## src/rtl/kd_bank_xbar.sv

```systemverilog
// Pipelined bank crossbar: lane-ordered read return plus tag-FIFO-steered write-back.
// Optional duplicate-bank check enabled by defining KD_BANK_CONFLICT_CHK_EN.
module kd_bank_xbar #(
    parameter int unsigned DW     = 24,
    parameter int unsigned RD_LAT = 1,
    parameter int unsigned DEPTH  = 8
) (
    input  logic                     clk,
    input  logic                     rst,
    input  logic                     in_valid,
    output logic                     in_ready,
    input  logic [1:0]               a0,
    input  logic [1:0]               a1,
    input  logic [1:0]               a2,
    input  logic [1:0]               a3,
    input  logic [1:0]               sel_a_0,
    input  logic [1:0]               sel_a_1,
    input  logic [1:0]               sel_a_2,
    input  logic [1:0]               sel_a_3,
    input  logic [DW-1:0]            bank_rdata_0,
    input  logic [DW-1:0]            bank_rdata_1,
    input  logic [DW-1:0]            bank_rdata_2,
    input  logic [DW-1:0]            bank_rdata_3,
    output logic                     out_valid,
    output logic [DW-1:0]            coef_0,
    output logic [DW-1:0]            coef_1,
    output logic [DW-1:0]            coef_2,
    output logic [DW-1:0]            coef_3,
    input  logic                     wb_valid,
    input  logic [DW-1:0]            wb_coef_0,
    input  logic [DW-1:0]            wb_coef_1,
    input  logic [DW-1:0]            wb_coef_2,
    input  logic [DW-1:0]            wb_coef_3,
    output logic                     bank_we,
    output logic [DW-1:0]            bank_wdata_0,
    output logic [DW-1:0]            bank_wdata_1,
    output logic [DW-1:0]            bank_wdata_2,
    output logic [DW-1:0]            bank_wdata_3,
    output logic [$clog2(DEPTH):0]   fifo_level,
    output logic                     wb_err,
    output logic                     conflict_err
);

    localparam int unsigned AW = $clog2(DEPTH);
    localparam int unsigned LW = AW + 1;
    localparam logic [LW-1:0] DEPTH_L = LW'(DEPTH);

    logic [7:0]    req_a;
    logic [7:0]    req_sel;
    logic [DW-1:0] rdata [4];
    logic [DW-1:0] wbc   [4];
    logic          accept;
    logic          push;
    logic          pop;

    logic [RD_LAT-1:0] sr_v_q;
    logic [7:0]        sr_a_q [RD_LAT];
    logic              em_v;
    logic [7:0]        em_a;

    logic [7:0]    fifo_mem [DEPTH];
    logic [AW-1:0] wr_ptr_q, rd_ptr_q;
    logic [LW-1:0] level_q, level_d;
    logic [7:0]    head;

    logic          out_valid_q;
    logic [DW-1:0] coef_q  [4];
    logic [DW-1:0] coef_d  [4];
    logic          we_q;
    logic [DW-1:0] wdata_q [4];
    logic [DW-1:0] wdata_d [4];
    logic          wb_err_q;

    assign req_a   = {a3, a2, a1, a0};
    assign req_sel = {sel_a_3, sel_a_2, sel_a_1, sel_a_0};
    assign rdata[0] = bank_rdata_0;
    assign rdata[1] = bank_rdata_1;
    assign rdata[2] = bank_rdata_2;
    assign rdata[3] = bank_rdata_3;
    assign wbc[0]   = wb_coef_0;
    assign wbc[1]   = wb_coef_1;
    assign wbc[2]   = wb_coef_2;
    assign wbc[3]   = wb_coef_3;

    assign in_ready = !rst && (level_q < DEPTH_L);

`ifdef KD_BANK_CONFLICT_CHK_EN
    logic dup;
    logic conflict_q;

    assign dup = (a0 == a1) || (a0 == a2) || (a0 == a3) ||
                 (a1 == a2) || (a1 == a3) || (a2 == a3);
    // Conflicting requests are dropped silently; the flag is the only trace.
    assign accept       = in_valid && in_ready && !dup;
    assign conflict_err = conflict_q;

    always_ff @(posedge clk) begin
        if (rst) begin
            conflict_q <= 1'b0;
        end else if (in_valid && dup) begin
            conflict_q <= 1'b1;
        end
    end
`else
    assign accept       = in_valid && in_ready;
    assign conflict_err = 1'b0;
`endif

    assign push = accept;
    assign pop  = wb_valid && (level_q != '0);
    assign em_v = sr_v_q[RD_LAT-1];
    assign em_a = sr_a_q[RD_LAT-1];
    assign head = fifo_mem[rd_ptr_q];

    always_comb begin
        for (int unsigned i = 0; i < 4; i++) begin
            coef_d[i]  = coef_q[i];
            wdata_d[i] = wdata_q[i];
        end
        if (em_v) begin
            for (int unsigned i = 0; i < 4; i++) begin
                coef_d[i] = rdata[em_a[2*i +: 2]];
            end
        end
        if (pop) begin
            for (int unsigned j = 0; j < 4; j++) begin
                wdata_d[j] = wbc[head[2*j +: 2]];
            end
        end
        level_d = level_q;
        unique case ({push, pop})
            2'b10:   level_d = level_q + 1'b1;
            2'b01:   level_d = level_q - 1'b1;
            default: level_d = level_q;
        endcase
    end

    always_ff @(posedge clk) begin
        if (push) begin
            fifo_mem[wr_ptr_q] <= req_sel;
        end
    end

    always_ff @(posedge clk) begin
        if (rst) begin
            sr_v_q      <= '0;
            for (int unsigned i = 0; i < RD_LAT; i++) begin
                sr_a_q[i] <= '0;
            end
            wr_ptr_q    <= '0;
            rd_ptr_q    <= '0;
            level_q     <= '0;
            out_valid_q <= 1'b0;
            we_q        <= 1'b0;
            wb_err_q    <= 1'b0;
            for (int unsigned i = 0; i < 4; i++) begin
                coef_q[i]  <= '0;
                wdata_q[i] <= '0;
            end
        end else begin
            sr_v_q[0] <= accept;
            sr_a_q[0] <= req_a;
            for (int unsigned i = 1; i < RD_LAT; i++) begin
                sr_v_q[i] <= sr_v_q[i-1];
                sr_a_q[i] <= sr_a_q[i-1];
            end
            if (push) begin
                wr_ptr_q <= wr_ptr_q + 1'b1;
            end
            if (pop) begin
                rd_ptr_q <= rd_ptr_q + 1'b1;
            end
            level_q     <= level_d;
            out_valid_q <= em_v;
            we_q        <= pop;
            if (wb_valid && (level_q == '0)) begin
                wb_err_q <= 1'b1;
            end
            for (int unsigned i = 0; i < 4; i++) begin
                coef_q[i]  <= coef_d[i];
                wdata_q[i] <= wdata_d[i];
            end
        end
    end

    assign out_valid    = out_valid_q;
    assign coef_0       = coef_q[0];
    assign coef_1       = coef_q[1];
    assign coef_2       = coef_q[2];
    assign coef_3       = coef_q[3];
    assign bank_we      = we_q;
    assign bank_wdata_0 = wdata_q[0];
    assign bank_wdata_1 = wdata_q[1];
    assign bank_wdata_2 = wdata_q[2];
    assign bank_wdata_3 = wdata_q[3];
    assign fifo_level   = level_q;
    assign wb_err       = wb_err_q;

endmodule

```

## config.mk

```make
export PLATFORM = sky130hd
export DESIGN_NAME = kd_bank_xbar
export DESIGN_NICKNAME = d
export VERILOG_FILES = /design/src/rtl/kd_bank_xbar.sv
export SDC_FILE = /design/constraint.sdc
export NUM_CORES = 1
export LEC_CHECK = 0
export BUFFER_PORTS_ARGS = -buffer_cell sky130_fd_sc_hd__buf_2
export CAP_MARGIN = 0
export CORE_ASPECT_RATIO = 0.7
export CORE_UTILIZATION = 30
export DETAILED_ROUTE_END_ITERATION = 10
export PLACE_DENSITY = 0.58
export SETUP_SLACK_MARGIN = 0.3
export SLEW_MARGIN = 20
export SYNTH_ARGS = -nofsm -noshare
export SYNTH_HDL_FRONTEND = slang
export SYNTH_SLANG_ARGS = --single-unit
```

## constraint.sdc

```tcl
create_clock -name clk -period 4.9 [get_ports clk]
set_input_delay 0 -clock clk [delete_from_list [all_inputs] [get_ports clk]]
set_output_delay 0 -clock clk [all_outputs]
set_load 0.05 [all_outputs]
```

==> summary.md, run 1 <==
| Metric | Value |
|---|---|
| Routed via count divided by cell count | `5.11` |
| Die width | `269 um` |
| Starting Density | `30.8%` |
| Critical path's top delay family | `buffers and inverters` |
| Via count | `13278` |
| Clock tree buffer depth | `3` |
| Distinct cells, synth | `32` |
| Final worst path period share | `87.0%` |
| Worst slew margin | `26.0%` |
| Core area | `48500 um2` |
| Fin Setup TNS | `0 ns` |
| CTS Root Buffer Type | `clkbuf_16` |
| Post-DR wirelength/cell | `20.8 um` |
| Worst hold path class | `input port to register` |
| Max-slew violation count | `0` |
| Tot GR Track Use | `21.0%` |
| Num rows | `67` |
| # IOs | `413` |
| Lkg Pwr | `9.51 nW` |
| Synthesized area per cell | `12.8 um2` |
| Seq cells post-synth | `281` |
| Final setup violation count | `0` |
| Final Hold Vio Count | `0` |
| Setup Buffers After CTS | `0` |
| Seq/Total Area, Yosys | `42.0%` |
| CTS tree | `yes` |
| Share of cells above drive strength 1 | `35.4%` |
| Detailed-route DRC error count | `0` |
| CP Capture Type | `register` |
| H-tree depth | `1` |
| DP Cell Count | `2146` |
| Grt met2 use | `34.9%` |
| Yosys top cell area share | `29.1%` |
| Worst-path clk slew | `0.06 ns` |
| Critical-path top delay cell | `dfxtp_1` |
| CP startpoint kind | `register` |
| P&R area growth vs syn | `50.0%` |
| Yosys Warn Count | `0` |
| Actual slew at the worst max-slew pin | `1.11 ns` |
| Min cycle time layout | `4.26 ns` |
| First-pass GRT wire length | `82.9 mm` |
| GRT met1 Usage | `26.4%` |
| VDD IR max | `0.000298 V` |
| Top cells by area, synth | `dfxtp_1 (29%), mux2i_1 (20%), mux4_2 (16%), edfxtp_1 (13%), o221ai_2 (8.0%)` |
| Post-Route WL | `54.0 mm` |
| Clock Sinks | `281` |
| Antenna-violating nets left | `0` |
| Hpwl dp | `33.6 mm` |
| Synthesized netlist cell count | `1171` |
| Post-CTS sizing | `0` |
| Critical-path cell list | `buf_4 > mux2i_1 > mux4_2 > buf_4 > mux2i_1 > dlygate4sd3_1 > o221ai_2 > dlygate4sd3_1` |
| Largest net degree at the start of global routing | `97` |
| Hold_sp | `a0[0]` |
| Buffer and inverter count on the worst path | `4` |
| Starting DRC count in detailed routing | `723` |
| First drt pass iteration count | `5` |
| Clock Skew | `0.0161 ns` |
| GR peak layer | `met2` |
| GR Layer Usage met3 | `5.35%` |
| Max FO, Critical Path | `40` |
| PortBufs | `411` |
| CTS buffer count | `31` |
| Die Ht | `189 um` |
| Power Density | `454 nW/um2` |
| Critical path required time | `5.37 ns` |
| Top cell type by total area after synthesis | `dfxtp_1` |
| Mapped Area | `14900 um2` |
| GPL Wtd Cong | `0.815` |
| RSZ-0062 raised after global routing | `no` |
| Crit path largest cell delay | `0.86 ns` |
| Status | `complete, no violations` |
| Cell Count, Final, Fillers Out | `2599` |
| Initial antenna violation count | `7` |
| Clk Latency, worst-skew pair | `0.59 ns` |
| Fillers | `4441` |
| Final nets | `2130` |
| Post-synthesis net count | `1388` |
| Crit Path Class | `register to register` |
| Fmax | `235 MHz` |
| Arrival time at the worst endpoint | `4.73 ns` |
| Max-Cap Viols | `0` |
| DIE AREA | `50700 um2` |
| Total grt overflow | `0` |
| Number of global-route vias before repair | `14336` |
cells by family after synthesis:
logic type                 after synthesis  synth area share, %
other                                    1               0.0251
adders and majority gates                5                0.419
buffers and inverters                  107                 3.98
xor gates and xnor gates                 7                0.411
DFF                                    281                 42.0
muxes                                  417                 37.2
and+or+nand+nor                        246                 6.67
AOI/OAI and AO/OA                      107                 9.37
final cells by class:
cell class | count | area (um2) | share of cell area, %
antenna | 6 | 15.0 | 0.0670
tap | 655 | 820 | 3.66
sequential | 281 | 6280 | 28.0
timing repair buffer | 814 | 6070 | 27.1
clock buffer | 37 | 828 | 3.70
multi-input combinational | 783 | 8120 | 36.2
clock inverter | 21 | 256 | 1.15
inverter | 2 | 7.51 | 0.0335
sequential cells by signal (all words and copies together) (netlist names), named ones only:
name and cells:
wdata_q 96, fifo_mem 64, coef_q 96, out_valid 1, wb_err 1, rd_ptr_q 3, fifo_level 4, bank_we 1
em_v 1, sr_a_q 8, wr_ptr_q 3
worst reg2reg max path, stage by stage, from the launching register on:
cell and delay, ns:
dfxtp_1 0.86, buf_4 0.37, mux2i_1 0.23, mux4_2 0.45, buf_4 0.65, mux2i_1 0.33
dlygate4sd3_1 0.59, o221ai_2 0.09, dlygate4sd3_1 0.58
repair_timing:
item / in CTS / in global routing
endpoints found under the setup margin: 0 / 0
endpoints found under the hold margin: 271 / 0
hold buffers: 389 / 0
stage by stage:
step                      power (mW)  hold WS (ns)  setup slack [ns]  utilization (%)  cell area (um2)
after CTS                       10.2         0.133             0.642             46.2            22400
after floorplan                 6.13        0.0989              1.78                -            14900
after detailed placement        7.10         0.219              1.66             35.9            17400
after global routing            10.6         0.164             0.416             46.2            22400
final                           10.2         0.163             0.636             46.2            22400
after global placement          7.04         0.213              1.75             35.9            17400
layout by cell type, fill, tap and decap left out, types with 3 or more instances in the layout:
cell / instances
clkinvlp_4: 4
ha_1: 5
clkinv_2: 8
mux2_4: 4
clkbuf_16: 31
diode_2: 6
nand2b_1: 4
dfxtp_2: 4
clkbuf_8: 3
nor3_2: 3
nor2_1: 109
or3_1: 4
buf_2: 410
bufinv_16: 5
nor2b_1: 9
nand2_1: 104
o221ai_2: 80
mux4_2: 105
a21oi_1: 6
o21ai_0: 4
nand2_2: 4
buf_4: 14
xor2_1: 5
edfxtp_1: 64
dlygate4sd3_1: 389
dfxtp_1: 211
mux2i_1: 305
o221ai_1: 16
clkbuf_1: 3
Yosys cell counts:
cell type	n
conb_1	1
buf_4	1
buf_2	30
buf_12	1
edfxtp_1	64
o221ai_2	80
or3_1	6
mux4_1	1
ha_1	5
mux4_2	107
and2_1	1
o21ai_0	4
nand2b_1	4
xnor2_1	2
mux2_4	4
nor2b_1	9
mux2i_1	305
buf_1	10
nor3_1	4
xor2_1	5
nor4bb_1	2
inv_1	2
clkbuf_1	49
o221ai_1	16
nor4_1	2
nor2_1	110
buf_8	8
buf_6	6
a21oi_1	6
nand2_1	108
o21a_1	1
dfxtp_1	217
report_power, final:
| part | total [mW] | internal [mW] | switching (mW) |
|---|---|---|---|
| Combinational | 4.58 | 1.78 | 2.80 |
| Sequential | 3.08 | 2.76 | 0.322 |
| Clock | 2.52 | 1.47 | 1.04 |
| Total | 10.2 | 6.01 | 4.16 |
metal layers:
metal  part of all wire (%)  vias to the layer above
met5                  0.024                        -
met4                    3.4                        2
met3                    7.5                      134
met2                     47                      535
met1                     42                     6600
li1                       -                     6007
worst paths after layout:
| path | to | slack, ns | depth (start not counted) |
|---|---|---|---|
| worst max-delay path | wdata_q[0][3]$_SDFFE_PP0N_ | 0.64 | 8 |
| worst min-delay path | sr_a_q[0][0]$_SDFF_PP0_ | 0.16 | 3 |
| worst min register to register | wdata_q[3][1]$_SDFFE_PP0N_ | 0.46 | 2 |
| worst max register to register | wdata_q[0][3]$_SDFFE_PP0N_ | 0.64 | 8 |
Power figures use the tool's default switching activity.
==> run 2: changes to the inputs <==
--- a/config.mk
+++ b/config.mk
@@ -10,7 +10,7 @@
 export CORE_ASPECT_RATIO = 0.7
 export CORE_UTILIZATION = 30
 export DETAILED_ROUTE_END_ITERATION = 10
-export PLACE_DENSITY = 0.58
+export PLACE_DENSITY = 0.6
 export SETUP_SLACK_MARGIN = 0.3
 export SLEW_MARGIN = 20
 export SYNTH_ARGS = -nofsm -noshare
==> constraint.sdc (replaced) <==
create_clock -name clk -period 3.5 [get_ports clk]
set_input_delay 0 -clock clk [delete_from_list [all_inputs] [get_ports clk]]
set_output_delay 0 -clock clk [all_outputs]
set_load 0.05 [all_outputs]
==> summary.md, run 2 (synthesis gave the netlist of run 1 again) <==
| Metric | Value |
|---|---|
| Starting Density | `30.8% (unchanged)` |
| Worst hold path class | `input port to register` |
| Via count | `12916 (-2.7%)` |
| First drt pass iteration count | `5 (unchanged)` |
| Cell Count, Final, Fillers Out | `2540 (-2.3%)` |
| Hpwl dp | `34.0 mm (+1.2%)` |
| Tot GR Track Use | `19.8% (-1.2 points)` |
| H-tree depth | `2 (+1)` |
| Crit path largest cell delay | `0.85 ns (about the same)` |
| Power Total | `14.4 mW (+41%)` |
| Clock Sinks | `281 (unchanged)` |
| Buffer and inverter count on the worst path | `2 (-2)` |
| Multi-input logic area | `8180 um2 (+0.82%)` |
| Worst-case reg-to-reg path depth | `5 (-3)` |
| CP Capture Type | `register` |
| GPL Wtd Cong | `0.803 (-1.5%)` |
| Max-slew violation count | `0 (unchanged)` |
| Arrival time at the worst endpoint | `3.37 ns (-1.36 ns)` |
| Max-Cap Viols | `0 (unchanged)` |
| Commonest cells after routing, fill and taps aside | `buf_2 (410), dlygate4sd3_1 (311), mux2i_1 (301), dfxtp_1 (210), nor2_1 (109)` |
| CTS Root Buffer Type | `clkbuf_16` |
| Largest net degree at the start of global routing | `97 (unchanged)` |
| PortBufs | `411 (unchanged)` |
| Post-route worst setup slack | `0.505 ns (-0.131 ns)` |
| Critical path's top delay family | `multiplexers` |
| Biggest regs | `coef_q: 96 flops, wdata_q: 96 flops, fifo_mem: 64 flops` |
| Core area | `48500 um2 (unchanged)` |
| Hold path cells | `4 (+1)` |
| Clock tree buffer depth | `3 (unchanged)` |
| Lkg Pwr | `9.22 nW (-3.0%)` |
| Critical-path top delay cell | `dfxtp_1` |
| Fillers | `4445 (+0.090%)` |
| # IOs | `413 (unchanged)` |
| CTS buffer count | `34 (+9.7%)` |
| Critical-path cell list | `mux4_4 > buf_12 > mux2i_1 > dlygate4sd3_1 > o221ai_2` |
| DP Worst Slack | `0.585 ns (-1.07 ns)` |
| Initial antenna violation count | `6 (-1)` |
| Total grt overflow | `0 (unchanged)` |
| DIE AREA | `50700 um2 (unchanged)` |
| Critical path depth | `5 (-3)` |
| Routed via count divided by cell count | `5.09 (-0.47%)` |
| Detailed-route DRC error count | `0 (unchanged)` |
| Starting DRC count in detailed routing | `881 (+22%)` |
| Post-DR wirelength/cell | `21.0 um (+1.1%)` |
| Most common cell after layout, fill and taps aside | `buf_2` |
| P&R area growth vs syn | `47.2%` |
| Status | `complete, no violations` |
| Critical path required time | `3.88 ns (-1.49 ns)` |
| Share of cells above drive strength 1 | `37.7% (+2.3 points)` |
| CTS tree | `yes` |
| Worst slew margin | `32.2% (+6.2 points)` |
| Crit Path Class | `register to register` |
| Power Density | `654 nW/um2 (+44%)` |
| Number of global-route vias before repair | `13619 (-5.0%)` |
| Final setup violation count | `0 (unchanged)` |
| Final worst path period share | `85.6% (-1.5 points)` |
| Reg2reg end | `wdata_q[0][5]$_SDFFE_PP0N_` |
| Post-Route WL | `53.4 mm (-1.2%)` |
| R2R Setup Slk | `0.51 ns (-0.13 ns)` |
| Die Ht | `189 um (unchanged)` |
| Final nets | `2074 (-2.6%)` |
| RSZ-0062 raised after global routing | `no` |
| Critical Path End | `wdata_q[0][5]$_SDFFE_PP0N_` |
| First-pass GRT wire length | `78.1 mm (-5.7%)` |
| Die width | `269 um (unchanged)` |
| Actual slew at the worst max-slew pin | `1.02 ns (-0.0883 ns)` |
| Worst-path clk slew | `0.06 ns (about the same)` |
| Max FO, Critical Path | `32 (-20%)` |
| CP startpoint kind | `register` |
| VDD IR max | `0.000323 V (+8.5%)` |
| Clk Latency, worst-skew pair | `0.54 ns (-0.05 ns)` |
| Clock Skew | `0.0250 ns (+0.00887 ns)` |
| Fmax | `334 MHz (+42%)` |
| Min cycle time layout | `2.99 ns (-1.27 ns)` |
| Sequential cell area | `6280 um2 (about the same)` |
| Antenna-violating nets left | `0 (unchanged)` |
| DP Cell Count | `2157 (+0.51%)` |
| Num rows | `67 (unchanged)` |
| Final Hold Vio Count | `0 (unchanged)` |
| Fin Setup TNS | `0 ns (unchanged)` |
## run 2: worst min path at each step
stage	start	to	slack (ns)
4_1_cts	bank_rdata_1[5]	coef_q[2][5]$_SDFFE_PP0P_	0.004
3_3_place_gp	a3[0]	sr_a_q[0][6]$_SDFF_PP0_	0.22
2_1_floorplan	sel_a_0[0]	fifo_mem[0][0]$_DFFE_PP_	0.1
6_report	bank_rdata_1[5]	coef_q[2][5]$_SDFFE_PP0P_	0.03
5_1_grt	bank_rdata_1[5]	coef_q[2][5]$_SDFFE_PP0P_	0.03
3_5_place_dp	a0[1]	sr_a_q[0][1]$_SDFF_PP0_	0.22
## run 2: final cells by class
type,count,area share [%]
multi-input cells,785,37.2
flip-flops and latches,281,28.6
repair buffers,753,24.9
clock buffers,50,4.42
well taps,655,3.73
clock inverters,11,1.02
inverters,2,0.0342
diodes,3,0.0342
## run 2: what timing repair did
item	4_1_cts	5_1_grt
buffers inserted	0	6
hold buffers	311	0
resized for setup	0	6
hold endpoints to repair	277	0
endpoints found under the setup margin	0	11
## run 2: per-stage QoR
stage	area (um2)	util (%)	hold slack, ns
floorplan	14900	-	0.0989
global placement	17500	36.2	0.215
detailed placement	17500	36.2	0.217
CTS	21900	45.1	0.00371
global route	22000	45.3	0.0281
finish	22000	45.3	0.0332
## run 2: tightest hold or removal path: stages
cell and delay [ns]:
buf_2 0.11, mux4_2 0.25, mux2i_1 0.08, nor2_1 0.09
## run 2: metal layers
layer  share of wire, %  global-route usage (%)  wire [um]
met5              0.069                       0         37
met4                3.2                    6.95       1700
met3                8.6                    5.72       4600
met2                 48                    33.4      25400
met1                 41                    23.9      21600
## run 2: report_power, final
part	switching, mW	internal, mW
registers	0.417	3.87
logic	3.96	2.30
clock network	1.50	2.32
total	5.88	8.48
